<file path="src/rtl/chdr_pkt_gen.sv">
// chdr_pkt_gen: round-robin CHDR packet source, configured over the settings bus.
// Define CHDR_PKT_GEN_TIMESTAMP_EN to add has_time headers followed by a TIME line.
module chdr_pkt_gen #(
  parameter int BASE        = 0,
  parameter int NUM_STREAMS = 4,
  parameter int SR_AWIDTH   = 8
) (
  input  logic                 clk,
  input  logic                 reset_n,
  input  logic                 set_stb,
  input  logic [SR_AWIDTH-1:0] set_addr,
  input  logic [31:0]          set_data,
  output logic [63:0]          o_tdata,
  output logic                 o_tlast,
  output logic                 o_tvalid,
  input  logic                 o_tready,
  output logic                 busy,
  output logic [31:0]          pkts_sent
);

  localparam logic [SR_AWIDTH-1:0] BASE_A      = SR_AWIDTH'(BASE);
  localparam logic [SR_AWIDTH-1:0] OFF_CTRL    = SR_AWIDTH'(0);
  localparam logic [SR_AWIDTH-1:0] OFF_NUM     = SR_AWIDTH'(1);
  localparam logic [SR_AWIDTH-1:0] OFF_LEN     = SR_AWIDTH'(2);
  localparam logic [SR_AWIDTH-1:0] OFF_GAP     = SR_AWIDTH'(3);
  localparam logic [SR_AWIDTH-1:0] OFF_SID     = SR_AWIDTH'(4);
  localparam logic [SR_AWIDTH-1:0] OFF_SID_END = SR_AWIDTH'(4 + NUM_STREAMS);

  typedef enum logic [2:0] {
    S_IDLE,
    S_HDR,
`ifdef CHDR_PKT_GEN_TIMESTAMP_EN
    S_TIME,
`endif
    S_PAYLOAD,
    S_GAP
  } state_t;

  state_t                 state, state_nxt;
  logic                   ctrl_en, ctrl_cont, clear_pend;
  logic [31:0]            num_pkts;
  logic [11:0]            payload_len;
  logic [15:0]            gap;
  logic [31:0]            sid [16];
  logic [11:0]            seq [16];
  logic [3:0]             k;
  logic [11:0]            idx, len_lat;
  logic [15:0]            gap_cnt;
  logic [SR_AWIDTH-1:0]   off;
  logic [3:0]             sid_idx;

  logic                   hs, tlast_hs, do_clear, go, start, stop;
  logic [3:0]             k_inc, k_after;
  logic [11:0]            seq_inc, seq_after, len_eff, idx_nxt, len_nxt;
  logic [31:0]            pkts_inc, pkts_after;
  logic [63:0]            hdr_line, pay0_line, tdata_nxt;
  logic                   tlast_nxt, tvalid_nxt;
  logic [15:0]            gap_nxt;

`ifdef CHDR_PKT_GEN_TIMESTAMP_EN
  logic [63:0]            cyc_cnt;

  always_ff @(posedge clk or negedge reset_n) begin
    if (!reset_n) cyc_cnt <= '0;
    else          cyc_cnt <= cyc_cnt + 64'd1;
  end
`endif

  function automatic logic [63:0] make_hdr(input logic [11:0] sq, input logic [11:0] ln,
                                           input logic [31:0] sid_v);
    logic [15:0] bytes;
    bytes = {1'b0, ln, 3'b000} + 16'd8;
`ifdef CHDR_PKT_GEN_TIMESTAMP_EN
    return {4'b0010, sq, bytes + 16'd8, sid_v};
`else
    return {4'b0000, sq, bytes, sid_v};
`endif
  endfunction

  // Payload: stream index in the top byte, seqnum in [43:32], line index in [31:0].
  function automatic logic [63:0] make_pay(input logic [3:0] kk, input logic [11:0] sq,
                                           input logic [11:0] i);
    return {4'h0, kk, 12'h000, sq, 20'h00000, i};
  endfunction

  assign off     = set_addr - BASE_A;
  assign sid_idx = 4'(off - OFF_SID);
  assign busy    = (state != S_IDLE);

  always_comb begin
    hs        = o_tvalid & o_tready;
    tlast_hs  = hs & o_tlast;
    do_clear  = clear_pend & (tlast_hs | (state == S_IDLE) | (state == S_GAP));
    k_inc     = (k == 4'(NUM_STREAMS - 1)) ? 4'd0 : k + 4'd1;
    seq_inc   = seq[k] + 12'd1;
    pkts_inc  = (&pkts_sent) ? pkts_sent : pkts_sent + 32'd1;
    // Counter values as they will stand after this cycle; the next header is built from these.
    k_after    = k;
    pkts_after = pkts_sent;
    seq_after  = seq[k];
    if (do_clear) begin
      k_after    = 4'd0;
      pkts_after = 32'd0;
      seq_after  = 12'd0;
    end else if (tlast_hs) begin
      k_after    = k_inc;
      pkts_after = pkts_inc;
      seq_after  = (k_inc == k) ? seq_inc : seq[k_inc];
    end
    go        = ctrl_en & (ctrl_cont | (pkts_after < num_pkts));
    len_eff   = (payload_len == 12'd0) ? 12'd1 : payload_len;
    hdr_line  = make_hdr(seq_after, len_eff, sid[k_after]);
    pay0_line = make_pay(k, seq[k], 12'd0);

    state_nxt  = state;
    tdata_nxt  = o_tdata;
    tlast_nxt  = o_tlast;
    tvalid_nxt = o_tvalid;
    idx_nxt    = idx;
    gap_nxt    = gap_cnt;
    len_nxt    = len_lat;
    start      = 1'b0;
    stop       = 1'b0;
    case (state)
      S_IDLE: start = go;
      S_HDR: if (hs) begin
`ifdef CHDR_PKT_GEN_TIMESTAMP_EN
        state_nxt = S_TIME;
        tdata_nxt = cyc_cnt;
`else
        state_nxt = S_PAYLOAD;
        tdata_nxt = pay0_line;
        tlast_nxt = (len_lat == 12'd1);
        idx_nxt   = 12'd0;
`endif
      end
`ifdef CHDR_PKT_GEN_TIMESTAMP_EN
      S_TIME: if (hs) begin
        state_nxt = S_PAYLOAD;
        tdata_nxt = pay0_line;
        tlast_nxt = (len_lat == 12'd1);
        idx_nxt   = 12'd0;
      end
`endif
      S_PAYLOAD: if (hs) begin
        if (o_tlast) begin
          if (gap != 16'd0) begin
            state_nxt  = S_GAP;
            gap_nxt    = gap;
            tvalid_nxt = 1'b0;
            tlast_nxt  = 1'b0;
            tdata_nxt  = '0;
          end else if (go) begin
            start = 1'b1;
          end else begin
            stop = 1'b1;
          end
        end else begin
          idx_nxt   = idx + 12'd1;
          tdata_nxt = make_pay(k, seq[k], idx + 12'd1);
          tlast_nxt = (idx + 12'd2 == len_lat);
        end
      end
      S_GAP: begin
        if (gap_cnt <= 16'd1) begin
          start = go;
          stop  = ~go;
        end else begin
          gap_nxt = gap_cnt - 16'd1;
        end
      end
      default: stop = 1'b1;
    endcase
    if (start) begin
      state_nxt  = S_HDR;
      tdata_nxt  = hdr_line;
      tvalid_nxt = 1'b1;
      tlast_nxt  = 1'b0;
      len_nxt    = len_eff;
    end
    if (stop) begin
      state_nxt  = S_IDLE;
      tdata_nxt  = '0;
      tvalid_nxt = 1'b0;
      tlast_nxt  = 1'b0;
    end
  end

  always_ff @(posedge clk or negedge reset_n) begin
    if (!reset_n) begin
      ctrl_en     <= 1'b0;
      ctrl_cont   <= 1'b0;
      clear_pend  <= 1'b0;
      num_pkts    <= '0;
      payload_len <= '0;
      gap         <= '0;
      for (int i = 0; i < 16; i++) sid[i] <= '0;
    end else begin
      if (set_stb) begin
        if (off == OFF_CTRL) begin
          ctrl_en   <= set_data[0];
          ctrl_cont <= set_data[1];
        end
        if (off == OFF_NUM) num_pkts <= set_data;
        if (off == OFF_LEN) payload_len <= set_data[11:0];
        if (off == OFF_GAP) gap <= set_data[15:0];
        if (off >= OFF_SID && off < OFF_SID_END) sid[sid_idx] <= set_data;
      end
      if (set_stb && off == OFF_CTRL && set_data[2]) clear_pend <= 1'b1;
      else if (do_clear)                             clear_pend <= 1'b0;
    end
  end

  always_ff @(posedge clk or negedge reset_n) begin
    if (!reset_n) begin
      state     <= S_IDLE;
      o_tdata   <= '0;
      o_tlast   <= 1'b0;
      o_tvalid  <= 1'b0;
      idx       <= '0;
      gap_cnt   <= '0;
      len_lat   <= '0;
      k         <= '0;
      pkts_sent <= '0;
      for (int i = 0; i < 16; i++) seq[i] <= '0;
    end else begin
      state     <= state_nxt;
      o_tdata   <= tdata_nxt;
      o_tlast   <= tlast_nxt;
      o_tvalid  <= tvalid_nxt;
      idx       <= idx_nxt;
      gap_cnt   <= gap_nxt;
      len_lat   <= len_nxt;
      k         <= k_after;
      pkts_sent <= pkts_after;
      if (do_clear) begin
        for (int i = 0; i < 16; i++) seq[i] <= '0;
      end else if (tlast_hs) begin
        seq[k] <= seq_inc;
      end
    end
  end

endmodule

</file>
<file path="config.mk">
export PLATFORM = sky130hd
export DESIGN_NAME = chdr_pkt_gen
export DESIGN_NICKNAME = d
export VERILOG_FILES = /design/src/rtl/chdr_pkt_gen.sv
export SDC_FILE = /design/constraint.sdc
export NUM_CORES = 2
export LEC_CHECK = 0
export ABC_AREA = 1
export CAP_MARGIN = 20
export CORE_UTILIZATION = 45
export DETAILED_ROUTE_END_ITERATION = 8
export DONT_BUFFER_PORTS = 1
export PLACE_DENSITY = 0.67
export SLEW_MARGIN = 10
export SYNTH_ARGS = -nofsm -noshare
export SYNTH_HDL_FRONTEND = slang
export SYNTH_SLANG_ARGS = --single-unit
</file>
<file path="constraint.sdc">
create_clock -name clk -period 11.5 [get_ports clk]
set_clock_uncertainty 0.1 [all_clocks]
set_input_delay 3.45 -clock clk [delete_from_list [all_inputs] [get_ports clk]]
set_output_delay 3.45 -clock clk [all_outputs]
set_load 0.02 [all_outputs]
</file>
==> impl_results.md <==
- Outcome: finished clean
- DR vias: about 33,000
- Initial Utilization: 45.7%
- Top-Level Pins: about 140
- Post-CTS sizing: 0
- Cell taking the most area after synthesis: dfrtp_1
- Routability-driven placement congestion ratio: 0.934
- Most common flop cell mapped by yosys: dfrtp_1
- RR Endpoint: o_tdata[24]
- R2R setup slack: 3670 ps
- Critical Path AT: 9580 ps
- Area of the multi-input gates: 15,400 um^2
- CTS Sinks: 907
- Leakage: roughly 0.021 uW
- H-tree depth: 3
- Final hold violations: 0
- Final-report max-slew violation count: 0
- RSZ-0062 raised after global routing: no
- Buffers on Ports: 0
- Max Cap Viol: 0
- Vias/cell: approximately 5.6
- Critical Path Sink Type: flop
- Commonest non-fill, non-tap cell in the layout: nand2_1
- Fin util: 48.6%
- Fill cells: 8,620
- Cts hold-fix bufs: 0
- RR Startpoint: k[0]
- Sequential cell area fraction in the yosys report: 53.7%
- FMAX: 110 MHz
- CTS tree: yes
- Async SR Flop Fraction: 100%
- Overflow left after global routing: 0
- Worst hold slack: 273 ps
- Crit path capture: o_tdata[22]
- Final setup vio count: 0
- CTS Buf Count: 95
- Initial antenna violation count: 7
- Leading post-synthesis cells by cell area: dfrtp_1 (54%), nand2_1 (10%), o21ai_0 (5.9%), nand3_1 (5.4%), clkbuf_1 (5.1%)
- Avg Inst Size Synth: a little over 8 um^2
- Slew @ Worst Pin: 1260 ps
- Number of remaining DRC errors: 0
- Critical path startpoint category: input port
- Final HPWL DP: about 75,000 um
- Critical-path maximum fanout: 79
- Bufs on Longest Clock Path: 3
- Pre-Repair DR Iteration Count: 7
- FF/Latch Area: 22,700 um^2
- Maximum VDD drop: 0.000165 V
- Syn-to-layout area delta: 6.30%
- Post-synth EDFFs: 0
- Vias in the first global route: 31,010
- CTS root buf: clkbuf_16
- Post CTS Setup Buffer Count: 0
- DP Worst Slack: ~1800 ps
- Syn Inst Count: 5,103
- Netlist cell types: 61
- Setup TNS Final: 0 ps
- Post-synth top area share: 53.7%
- Largest net degree at the start of global routing: 908
- Mapped Area: 42,200 um^2
- Worst Reg-to-Reg Cells: 16
- First-pass GRT wire length: 188,000 um
- Die Area: 95,100 um^2
- Core region area: 92,400 um^2
- DR iter-0 viols: 3,501
- Synthesis-stage register bit count: between 900 and 1,000
- Clock slew at reported path FFs: 60 ps
- Max-slew headroom: 15.7%
- Drt wl/cell: 20.7 um
- Minimum clock period: 9090 ps
- Tot GR Track Use: 25.5%
- YS warnings: 0
- Setup ws final: 2410 ps
- Clock latency on the worst-skew pair: between 600 and 700 ps
- Final nets: roughly 4,600
- Die Y: 308 um
- Leading cell types in the layout, fill and taps excluded: nand2_1 (1,153), dfrtp_1 (906), o21ai_0 (501), nand3_1 (455), inv_1 (352)
- Final period util: 79.0%
- Antenna viol nets, final: 0
- Worst Setup SP: o_tready
- Worst path required time: ~12,000 ps
- Worst setup path category: in -> reg
- Row cnt: 111
- Hold Crit Class: reg -> reg
- Power per Cell Area: 232 nW/um^2
- Die width: 308 um
- Routed WL: 121,000 um
- Share of post-route cells with drive strength above 1: 5.71%
## layer usage
metal / part of all wire, % / track usage [%] / wire [um]
met3: 8.2 / 6.15 / 9960
met5: 0.063 / 0 / 77
met1: 44 / 36.5 / 53800
met4: 3.3 / 8.76 / 4060
met2: 44 / 37.8 / 53600
## worst max-delay path: stages
cell and delay (ps):
nand2_2 110, nor2_4 110, buf_4 490, nand2_4 120, inv_1 140, nand4_1 170
nor2_1 130, nand2_1 120, inv_1 80, nand2_1 150, nor3_1 300, and3_1 310
nand4_1 110, a221oi_1 370, ha_1 220, nand4_1 120, or3_1 360, nor4_1 180
nand2_1 100, nand2_2 150, nand2_8 170, nand3_4 620, inv_4 410, nor2_8 710
nand3_1 130, nand2_1 120
## final cells by class
cell class	instances	area share (%)
tap	1243	3.46
multi-input combinational	3135	34.4
timing repair buffer	43	0.959
clock buffer	131	6.11
sequential	907	50.6
inverter	367	3.10
clock inverter	42	1.42
antenna	1	0.00557
## state kept, by name, indices dropped and copies added, names as in the netlist, 4 cells and up
name	cells
gap	16
pkts_sent	32
o_tdata	60
gap_cnt	16
sid	512
seq	192
payload_len	12
idx	12
k	4
num_pkts	32
len_lat	12
## cell usage after synthesis (17+ instances only)
library cell and n:
o22ai_1 171, nor2_2 17, o21ai_1 38, buf_1 23
nand4_1 63, clkbuf_1 578, o21ai_0 502, buf_2 80
nor3_1 22, nor2_1 200, nand2_1 1159, inv_1 353
xor2_1 23, a21oi_1 237, a32o_1 20, a31oi_1 33
o211ai_1 51, ha_1 45, nand3_1 455, dfrtp_1 907
## where the power goes
group / internal (uW) / switching, uW
Sequential: 3380 / 216
Clock: 1990 / 1320
Combinational: 877 / 2620
## stage by stage
step / cell area (um^2) / total power, uW / instances
global placement: 41300 / 6970 / 5688
CTS: 44700 / 10300 / 5862
floorplan: 42200 / 5880 / 5106
finish: 44900 / 10400 / 5869
detailed placement: 41400 / 6990 / 5689
global route: 44900 / 10900 / 5868
## logic make-up after synthesis
family | share of synthesized area [%]
AOI/OAI and AO/OA | 14.5
buffers and inverters | 9.90
adders and majority gates | 1.33
DFF | 53.7
other | 0.00888
and+or+nand+nor | 19.8
xor gates and xnor gates | 0.661
## how the worst min path moves through the flow
stage,slack (ps),endpoint,cells after the start,from
finish,270,sid[148],0,sid[148]
global route,280,sid[124],0,sid[124]
detailed placement,270,sid[357],0,sid[357]
global placement,260,sid[357],0,sid[357]
CTS,280,sid[148],0,sid[148]
floorplan,330,sid[232],1,sid[232]
Power figures use the tool's default switching activity.
